**config.mk**
```make
export PLATFORM = sky130hd
export DESIGN_NAME = grid_sync_readout_flat
export DESIGN_NICKNAME = d
export VERILOG_FILES = /design/src/rtl/grid_sync_readout_if.sv /design/src/rtl/grid_sync_readout.sv /design/src/flat_wrapper.sv
export SDC_FILE = /design/constraint.sdc
export NUM_CORES = 1
export LEC_CHECK = 0
export CORE_MARGIN = 10
export CORE_UTILIZATION = 34
export DETAILED_ROUTE_END_ITERATION = 16
export PLACE_DENSITY = 0.81
export SYNTH_ARGS = -nofsm -noshare
export SYNTH_HDL_FRONTEND = slang
export SYNTH_SLANG_ARGS = --single-unit
```
**constraint.sdc**
```tcl
create_clock -name clk -period 3.7 [get_ports clk]
set_clock_uncertainty 0.15 [all_clocks]
set_input_delay 0.74 -clock clk [delete_from_list [all_inputs] [get_ports clk]]
set_output_delay 0.74 -clock clk [all_outputs]
set_load 0.01 [all_outputs]
```
**src/rtl/grid_sync_readout_if.sv**
```systemverilog
// Frame-buffer write port used by grid_sync_readout.
// The port carries one pixel per req/ack transaction.
//   fb_wr_req  : write request. Held high until the frame buffer accepts it.
//   fb_addr    : pixel address.
//   fb_data    : RRRGGGBB pixel colour.
//   fb_wr_ack  : the frame buffer accepted the pending write.
// master = pixel writer (grid_sync_readout); slave = frame buffer.
interface grid_sync_readout_if #(
  parameter int FB_ADDR_W = 19
);
  logic                 fb_wr_req;
  logic [FB_ADDR_W-1:0] fb_addr;
  logic [7:0]           fb_data;
  logic                 fb_wr_ack;

  modport master (
    output fb_wr_req, fb_addr, fb_data,
    input  fb_wr_ack
  );

  modport slave (
    input  fb_wr_req, fb_addr, fb_data,
    output fb_wr_ack
  );
endinterface

```
**src/rtl/grid_sync_readout.sv**
```systemverilog
// Grid-side readout for the per-column solvers.
// The block waits until every column raises flag. It then snapshots all
// node_center values for the current row, writes one pixel per column into
// the frame buffer, and pulses start to release the columns for the next row.
// Ports:
//   clk, reset   : clock and synchronous active-high reset.
//   height       : index of the top row. row_idx wraps to 0 after it.
//   run          : while low, no new row cycle begins.
//   flag         : per-column value-ready flags.
//   node_bus     : node_center of column c in bits [32c+31:32c], format s4.27.
//   start        : one-cycle pulse that releases all columns.
//   fb           : frame-buffer write port (req/addr/data out, ack in).
//   row_idx      : row currently being read out.
//   frame_count  : number of completed full-grid passes (wraps at 16 bits).
//   busy         : high in every state except waiting for flags.
module grid_sync_readout #(
  parameter int NCOLS     = 8,
  parameter int ROW_BITS  = 7,
  parameter int SCREEN_W  = 640,
  parameter int X0        = 0,
  parameter int Y0        = 0,
  parameter int FB_ADDR_W = 19
) (
  input  logic                   clk,
  input  logic                   reset,
  input  logic [ROW_BITS:0]      height,
  input  logic                   run,
  input  logic [NCOLS-1:0]       flag,
  input  logic [32*NCOLS-1:0]    node_bus,
  output logic                   start,
  grid_sync_readout_if.master    fb,
  output logic [ROW_BITS:0]      row_idx,
  output logic [15:0]            frame_count,
  output logic                   busy
);
  localparam int DATA_W = 32;
  localparam int COL_W  = (NCOLS > 1) ? $clog2(NCOLS) : 1;

  localparam logic [2:0] S_WAIT    = 3'd0;
  localparam logic [2:0] S_CAPTURE = 3'd1;
  localparam logic [2:0] S_REQ     = 3'd2;
  localparam logic [2:0] S_ACK     = 3'd3;
  localparam logic [2:0] S_RELEASE = 3'd4;
  localparam logic [2:0] S_DROP    = 3'd5;

  logic [2:0]              state;
  logic [COL_W-1:0]        col;
  logic signed [DATA_W-1:0] snap [NCOLS];
  logic [31:0]             addr_full;

  // s4.27 value to RRRGGGBB: negative is blue, >= 8.0 is red, otherwise the
  // integer part drives red up and blue down.
  function automatic logic [7:0] colour(input logic signed [DATA_W-1:0] v);
    logic [2:0] l;
    l = v[29:27];
    if (v[DATA_W-1])
      colour = 8'h03;
    else if (v[30])
      colour = 8'hE0;
    else
      colour = {l, 3'b000, ~l[2:1]};
  endfunction

  always_comb begin
    addr_full = (32'(Y0) + 32'(row_idx)) * 32'(SCREEN_W) + 32'(X0) + 32'(col);
  end

  assign busy = (state != S_WAIT);

  // The snapshot is the only place node_bus is sampled.
  always_ff @(posedge clk) begin
    if (state == S_CAPTURE) begin
      for (int c = 0; c < NCOLS; c++) begin
        snap[c] <= node_bus[32*c +: 32];
      end
    end
  end

  always_ff @(posedge clk) begin
    if (reset) begin
      state        <= S_WAIT;
      start        <= 1'b0;
      fb.fb_wr_req <= 1'b0;
      fb.fb_addr   <= '0;
      fb.fb_data   <= '0;
      row_idx      <= '0;
      frame_count  <= '0;
      col          <= '0;
    end else begin
      case (state)
        S_WAIT: begin
          if (run && (&flag)) state <= S_CAPTURE;
        end
        S_CAPTURE: begin
          col   <= '0;
          state <= S_REQ;
        end
        S_REQ: begin
          fb.fb_addr   <= addr_full[FB_ADDR_W-1:0];
          fb.fb_data   <= colour(snap[col]);
          fb.fb_wr_req <= 1'b1;
          state        <= S_ACK;
        end
        S_ACK: begin
          // req/addr/data hold until the frame buffer takes the pixel.
          if (fb.fb_wr_ack) begin
            fb.fb_wr_req <= 1'b0;
            if (col == COL_W'(NCOLS - 1)) begin
              start <= 1'b1;
              state <= S_RELEASE;
            end else begin
              col   <= col + 1'b1;
              state <= S_REQ;
            end
          end
        end
        S_RELEASE: begin
          start <= 1'b0;
          if (row_idx == height) begin
            row_idx     <= '0;
            frame_count <= frame_count + 16'd1;
          end else begin
            row_idx <= row_idx + 1'b1;
          end
          state <= S_DROP;
        end
        S_DROP: begin
          // Flags from the row just written must clear before they can count again.
          if (flag == '0) state <= S_WAIT;
        end
        default: state <= S_WAIT;
      endcase
    end
  end
endmodule
```
**src/flat_wrapper.sv**
```systemverilog
// flat-port wrapper written by rule: the top's interface ports become plain ports
module grid_sync_readout_flat 
#(
  parameter int NCOLS     = 8,
  parameter int ROW_BITS  = 7,
  parameter int SCREEN_W  = 640,
  parameter int X0        = 0,
  parameter int Y0        = 0,
  parameter int FB_ADDR_W = 19
)
  (clk, reset, height, run, flag, node_bus, start, row_idx, frame_count, busy, fb_fb_wr_req, fb_fb_addr, fb_fb_data, fb_fb_wr_ack);
  grid_sync_readout_if #(.FB_ADDR_W(FB_ADDR_W)) fb_i ();
  input  logic clk;
  input  logic reset;
  input  logic [ROW_BITS:0] height;
  input  logic run;
  input  logic [NCOLS-1:0] flag;
  input  logic [32*NCOLS-1:0] node_bus;
  output logic start;
  output logic [ROW_BITS:0] row_idx;
  output logic [15:0] frame_count;
  output logic busy;
  output wire logic [$bits(fb_i.fb_wr_req)-1:0] fb_fb_wr_req;
  output wire logic [$bits(fb_i.fb_addr)-1:0] fb_fb_addr;
  output wire logic [$bits(fb_i.fb_data)-1:0] fb_fb_data;
  input wire logic [$bits(fb_i.fb_wr_ack)-1:0] fb_fb_wr_ack;
  assign fb_fb_wr_req = fb_i.fb_wr_req;
  assign fb_fb_addr = fb_i.fb_addr;
  assign fb_fb_data = fb_i.fb_data;
  assign fb_i.fb_wr_ack = fb_fb_wr_ack;
  grid_sync_readout #(.NCOLS(NCOLS), .ROW_BITS(ROW_BITS), .SCREEN_W(SCREEN_W), .X0(X0), .Y0(Y0), .FB_ADDR_W(FB_ADDR_W)) u_core (.clk(clk), .reset(reset), .height(height), .run(run), .flag(flag), .node_bus(node_bus), .start(start), .fb(fb_i), .row_idx(row_idx), .frame_count(frame_count), .busy(busy));
endmodule
```
; After elaboration in Yosys (flattened, before gate mapping)
; Memory sizes are Yosys's and may differ from the RTL's. A register that Yosys moved wholly into a read port is not among the register bits.
; Cells that the tools add are included.
; Widths: inputs -> output; s select.
[word_totals]
ff_bits = 59
mem_bits_rw = 256
output_inout_bits = 54
wordCells = 60
n_memories = 1
[classes]
add_sub_neg = 4
mul = 1
n_eq_ne = 12
n_mux = 20
bitwise = 1
reduce_logical = 13
[mem_list]
columns = name, depth, width, read_ports, rd_ports_with_merged_regs, write_ports, line_no
row1 = u_core.snap, 8, 32, 1, 1, 8, grid_sync_readout.sv:48  ; logic signed [DATA_W-1:0] snap [NCOLS];
[ops]
columns = op, count
row1 = $mux 3, 8
row2 = $mux 8, 3
row3 = $add 19x3->19, 1
row4 = $pmux 3 s6, 1
row5 = $add 16x1->16 const B, 1
row6 = $mul 8x3->11 const B, 1
row7 = $eq 3x3->1 const B, 3
row8 = $reduce_and 3->1, 3
row9 = $add 8x1->8 const B, 1
row10 = $eq 8x8->1, 1
row11 = $logic_not 8->1, 1
row12 = $reduce_and 8->1, 1
row13 = $eq 3x2->1 const B, 2
row14 = $ne 2x1->1 const B, 3
row15 = $pmux 3 s2, 1
row16 = $reduce_bool 2->1, 3
row17 = $mux 1, 5
row18 = $ne 2x2->1 const B, 2
row19 = $pmux 1 s2, 2
row20 = $reduce_and 2->1, 2
row21 = $add 3x1->3 const B, 1
row22 = $eq 3x1->1 const B, 1
row23 = $logic_not 3->1, 1
row24 = $reduce_bool 3->1, 1
row25 = other kinds (2), 2

; Depth between registers and ports, before layout
[depth]
depth_word = 6
mapped_depth = 8
ltp_nobuf = 8

; Worst setup path before layout
; Ideal clock, no wire load.
[synth_path]
path_type = register to register
startpoint = register u_core.state[0]
endpoint = memory u_core.snap[0][27], enable pin
setup_time_ns = 0.437
t_arrival_ns = 2.417
setup_slack_ns = 0.695
stages_incl_launch_ff = 4
n_path_buf = 1
synth_period_minus_slack_ns = 3.005
cell_sequence = dfxtp_1 clkbuf_1 nand2_1 nor2_1
[synth_lines]
columns = item, line_no
row1 = from (decl), grid_sync_readout.sv:46  ; logic [2:0] state;
row2 = from (signal assigned), grid_sync_readout.sv:81  ; state <= S_WAIT;
row3 = from (signal assigned), grid_sync_readout.sv:92  ; if (run && (&flag)) state <= S_CAPTURE;
row4 = from (signal assigned), grid_sync_readout.sv:96  ; state <= S_REQ;
row5 = to (decl), grid_sync_readout.sv:48

; Final worst setup path
[layout_path]
startpoint = register u_core.state[1]
endpoint = output port busy
[layout_between]
elab_chain_len = 1
[layout_rtl]
columns = item, line_no
row1 = $reduce_bool 3->1, grid_sync_readout.sv:68  ; assign busy = (state != S_WAIT);
row2 = to (decl), flat_wrapper.sv:22  ; output logic busy;
; No other way between the ends.

==> run summary <==
TIMING
-----------------------------------------------------------------------------------------
Relative slew slack ........................................................        30.7%
Final total negative setup slack ...........................................         0 ns
Number of pins exceeding their max-slew limit in the final report ..........            0
Setup repair after global routing missed its margin ........................           no
Tcrit/Tclk final ...........................................................        71.2%
Count of final setup violators .............................................            0
Final Hold Viols ...........................................................            0
Maximum clock rate .........................................................      379 MHz
Actual transition at the worst max-transition pin ..........................      1.04 ns
Final critical-path required period ........................................      2.64 ns

RUN STATUS
-----------------------------------------------------------------------------------------
Outcome ....................................................................    completed

DETAILED ROUTING
-----------------------------------------------------------------------------------------
Router iterations before antenna repair ....................................            5
Final WL ...................................................................    11,100 um
Final routed wire length divided by cell count .............................      16.3 um
Vias .......................................................................        3,367
Vias per inst ..............................................................         4.97
Post-route ant nets ........................................................            0
Detailed router's first-iteration violation count ..........................          230
DRC ........................................................................            0

LOGIC SYNTHESIS
-----------------------------------------------------------------------------------------
Synth cell types ...........................................................           51
Area share of the leading cell type in the synthesized netlist .............        27.6%
Top area cells in the synthesized netlist .................................. sky130_fd_sc_hd__edfxtp_1 28%, sky130_fd_sc_hd__dfxtp_1 25%, sky130_fd_sc_hd__ha_1 4.6%
Average footprint of a synthesized cell ....................................   10.7 sq um
Most common flop cell mapped by yosys ...................................... sky130_fd_sc_hd__dfxtp_1
Proportion of register bits with asynchronous set or reset after synthesis .           0%
Register area share after synthesis ........................................        52.4%
Synth Warn # ...............................................................            0
Number of synthesized flops with an enable pin .............................           40
Most numerous cell in the Yosys netlist .................................... sky130_fd_sc_hd__dfxtp_1
Synthesized cell area ......................................................   4350 sq um
Cell taking the most area after synthesis .................................. sky130_fd_sc_hd__edfxtp_1
Total of flip-flops plus latches after synthesis ...........................           94
Leading post-synthesis cells by instance count ............................. 54 x sky130_fd_sc_hd__dfxtp_1, 40 x sky130_fd_sc_hd__edfxtp_1, 38 x sky130_fd_sc_hd__nand2_1
Cells after synthesis ......................................................          405

CELLS AND AREA
-----------------------------------------------------------------------------------------
Number of fill cells .......................................................        1,151
Layout Utilization .........................................................        46.2%
Number of nets at the end of the flow ......................................          794
Ratio of cells with drive above 1 in the final layout ......................        7.31%
Combined area of the multi-input logic cells ...............................   1910 sq um
Area growth, synth to finish ...............................................        33.3%
Non-filler instance count after layout .....................................          678
Fin area ...................................................................   5800 sq um
Antenna Cells ..............................................................            0
Register Area ..............................................................   2280 sq um

RUN
-----------------------------------------------------------------------------------------
Number of max-cap violations ...............................................            0

CRITICAL PATH
-----------------------------------------------------------------------------------------
Critical path required time ................................................      2.81 ns
CP arrival .................................................................      1.75 ns
Worst-path maximum fanout ..................................................           13
Buffering stage count on the worst path with inverters included ............            1
Type of the setup path with the least slack ................................   reg -> out
Max stage delay on crit path ...............................................      0.50 ns
Max stage delay cell, worst path ........................................... sky130_fd_sc_hd__clkdlybuf4s50_1
CP top delay family ........................................................ buffers and inverters
Series of cell instances along the critical path ........................... or3_1, clkdlybuf4s50_1
Kind of start point of the critical path ...................................     register
CP endpoint kind ...........................................................  output port

GLOBAL ROUTING
-----------------------------------------------------------------------------------------
Number of antenna violations at the first check in global routing ..........            0
Largest net degree at the start of global routing ..........................           41
Vias in the first global route .............................................        3,563
Overall fraction of global-route tracks in use .............................        12.7%
Global-route wire length before repair .....................................    18,000 um
Remaining Overflow, GRT ....................................................            0

POWER AND IR DROP
-----------------------------------------------------------------------------------------
Internal Power .............................................................      1.66 mW
Clock network power share ..................................................        41.7%
NetSw ......................................................................     0.504 mW
Maximum resistive drop on vdd ..............................................     0.257 mV
Register share of total power ..............................................        51.6%
Fraction of power spent switching nets .....................................        23.3%
Total power of the final layout ............................................      2.16 mW
Portion of total power attributed to combinational logic ...................         6.7%
Power density normalized to cell area ......................................  372 nW/um^2
Static leakage .............................................................      2.04 nW

CLOCKING
-----------------------------------------------------------------------------------------
Hold buffers post-CTS ......................................................            0
Cell at the root of the clock tree ......................................... sky130_fd_sc_hd__clkbuf_16
Htree depth ................................................................            3
Total setup buffers inserted after CTS .....................................            0
CTS tree ...................................................................          yes
CTS Sinks ..................................................................           94
Number of instances resized during post-cts repair .........................            0
Number of CTS-inserted buffers .............................................            9
Clock buffer depth .........................................................            2
Clk_lat worst skew .........................................................      0.35 ns
Clock slew seen by the registers of the worst setup and hold paths .........      0.06 ns

PLACED DESIGN
-----------------------------------------------------------------------------------------
Final GP Congestion ........................................................        0.825
Dpl cell area ..............................................................   5510 sq um
Post-DP HPWL ...............................................................      8610 um
Number of placed cells counting well taps ..................................          662
I/O Buffers ................................................................          105

DIE
-----------------------------------------------------------------------------------------
Area of the placeable core ................................................. 12,600 sq um
Die height .................................................................       133 um
I/O pin cnt ................................................................          330
X dimension of the die .....................................................       133 um
Initial core utilization ...................................................        34.6%
Die ar. .................................................................... 17,700 sq um
Row Count ..................................................................           41

WORST HOLD PATH
-----------------------------------------------------------------------------------------
Hold Crit Class ............................................................   reg -> reg

-- per-layer routing --
layer | vias up | global-route usage, % | part of all wire (%)
met5 | - | 0 | 0
met4 | 0 | 6.59 | 2.9
met3 | 13 | 5.68 | 9.0
met2 | 108 | 21.7 | 49
met1 | 1587 | 12.8 | 39
li1 | 1659 | - | -
-- cells in the final DEF (no fill, tap or decap), drive strengths merged, types with 5 or more instances in the layout --
cell type        n
clkdlybuf4s50  105
dfxtp           54
edfxtp          40
nand2           38
nor2            27
a21oi           26
mux2i           18
ha              16
nand3           15
nor3            15
inv             15
xnor2           12
o21ai           12
xor2             9
clkbuf           9
conb             8
and3             8
nand4            7
o21a             5
mux2             5
or4              5
-- cells by family after synthesis --
kind of cell | after synthesis | synth area share, %
buffers and inverters | 39 | 4.40
multiplexers | 25 | 6.47
flip-flops | 94 | 52.4
adder cells (fa/ha/maj) | 17 | 5.06
AND/OR/NAND/NOR | 142 | 17.7
AO/OA/AOI/OAI | 66 | 9.63
XOR/XNOR | 21 | 4.23
other | 1 | 0.0861
-- final timing paths --
path / cells after the start / start / slack (ns) / endpoint
min: 2 / u_core.fb.fb_addr[0] / 0.31 / u_core.fb.fb_addr[0]
min reg2reg: 2 / u_core.fb.fb_addr[0] / 0.31 / u_core.fb.fb_addr[0]
max reg2reg: 8 / u_core.row_idx[3] / 1.18 / u_core.fb.fb_addr[14]
max: 2 / u_core.state[1] / 1.06 / busy
-- registers in the layout, indices dropped and copies added (netlist names), named ones only --
| name | flops |
|---|---|
| u_core.col | 3 |
| u_core.fb.fb_data | 5 |
| u_core.row_idx | 8 |
| u_core.frame_count | 16 |
| u_core.fb.fb_wr_req | 1 |
| u_core.fb.fb_addr | 14 |
| u_core.snap | 40 |
| u_core.state | 3 |
| u_core.start | 1 |
-- power by group through the flow --
stage                     clock (mW)  combinational, mW  sequential, mW
after floorplan                    0             0.0632            1.14
final                          0.901              0.145            1.11
after global routing           0.964              0.159            1.12
after global placement             0              0.142            1.14
after detailed placement           0              0.145            1.14
after CTS                      0.929              0.146            1.11
-- per-stage QoR --
stage                     setup WS, ns  hold slack, ns
final                             1.06           0.308
after global routing             0.982           0.339
after CTS                         1.04           0.312
after detailed placement         0.844           0.302
after global placement           0.869           0.294
after floorplan                  0.695           0.298
-- worst reg2reg max path: stages, from the launching register on --
cell and delay, ns:
sky130_fd_sc_hd__dfxtp_1 0.53, sky130_fd_sc_hd__ha_1 0.31, sky130_fd_sc_hd__ha_1 0.25, sky130_fd_sc_hd__fa_1 0.42
sky130_fd_sc_hd__a21o_1 0.21, sky130_fd_sc_hd__a21oi_1 0.19, sky130_fd_sc_hd__xnor2_1 0.15, sky130_fd_sc_hd__nand2_1 0.07
sky130_fd_sc_hd__a21oi_1 0.17
-- layout make-up --
type | count | area share (%)
sequential | 94 | 39.3
multi-input combinational | 279 | 33.0
timing repair buffer | 107 | 18.4
clock buffer | 9 | 3.88
tap | 172 | 3.71
clock inverter | 7 | 1.06
inverter | 10 | 0.647
Power figures use the tool's default switching activity.
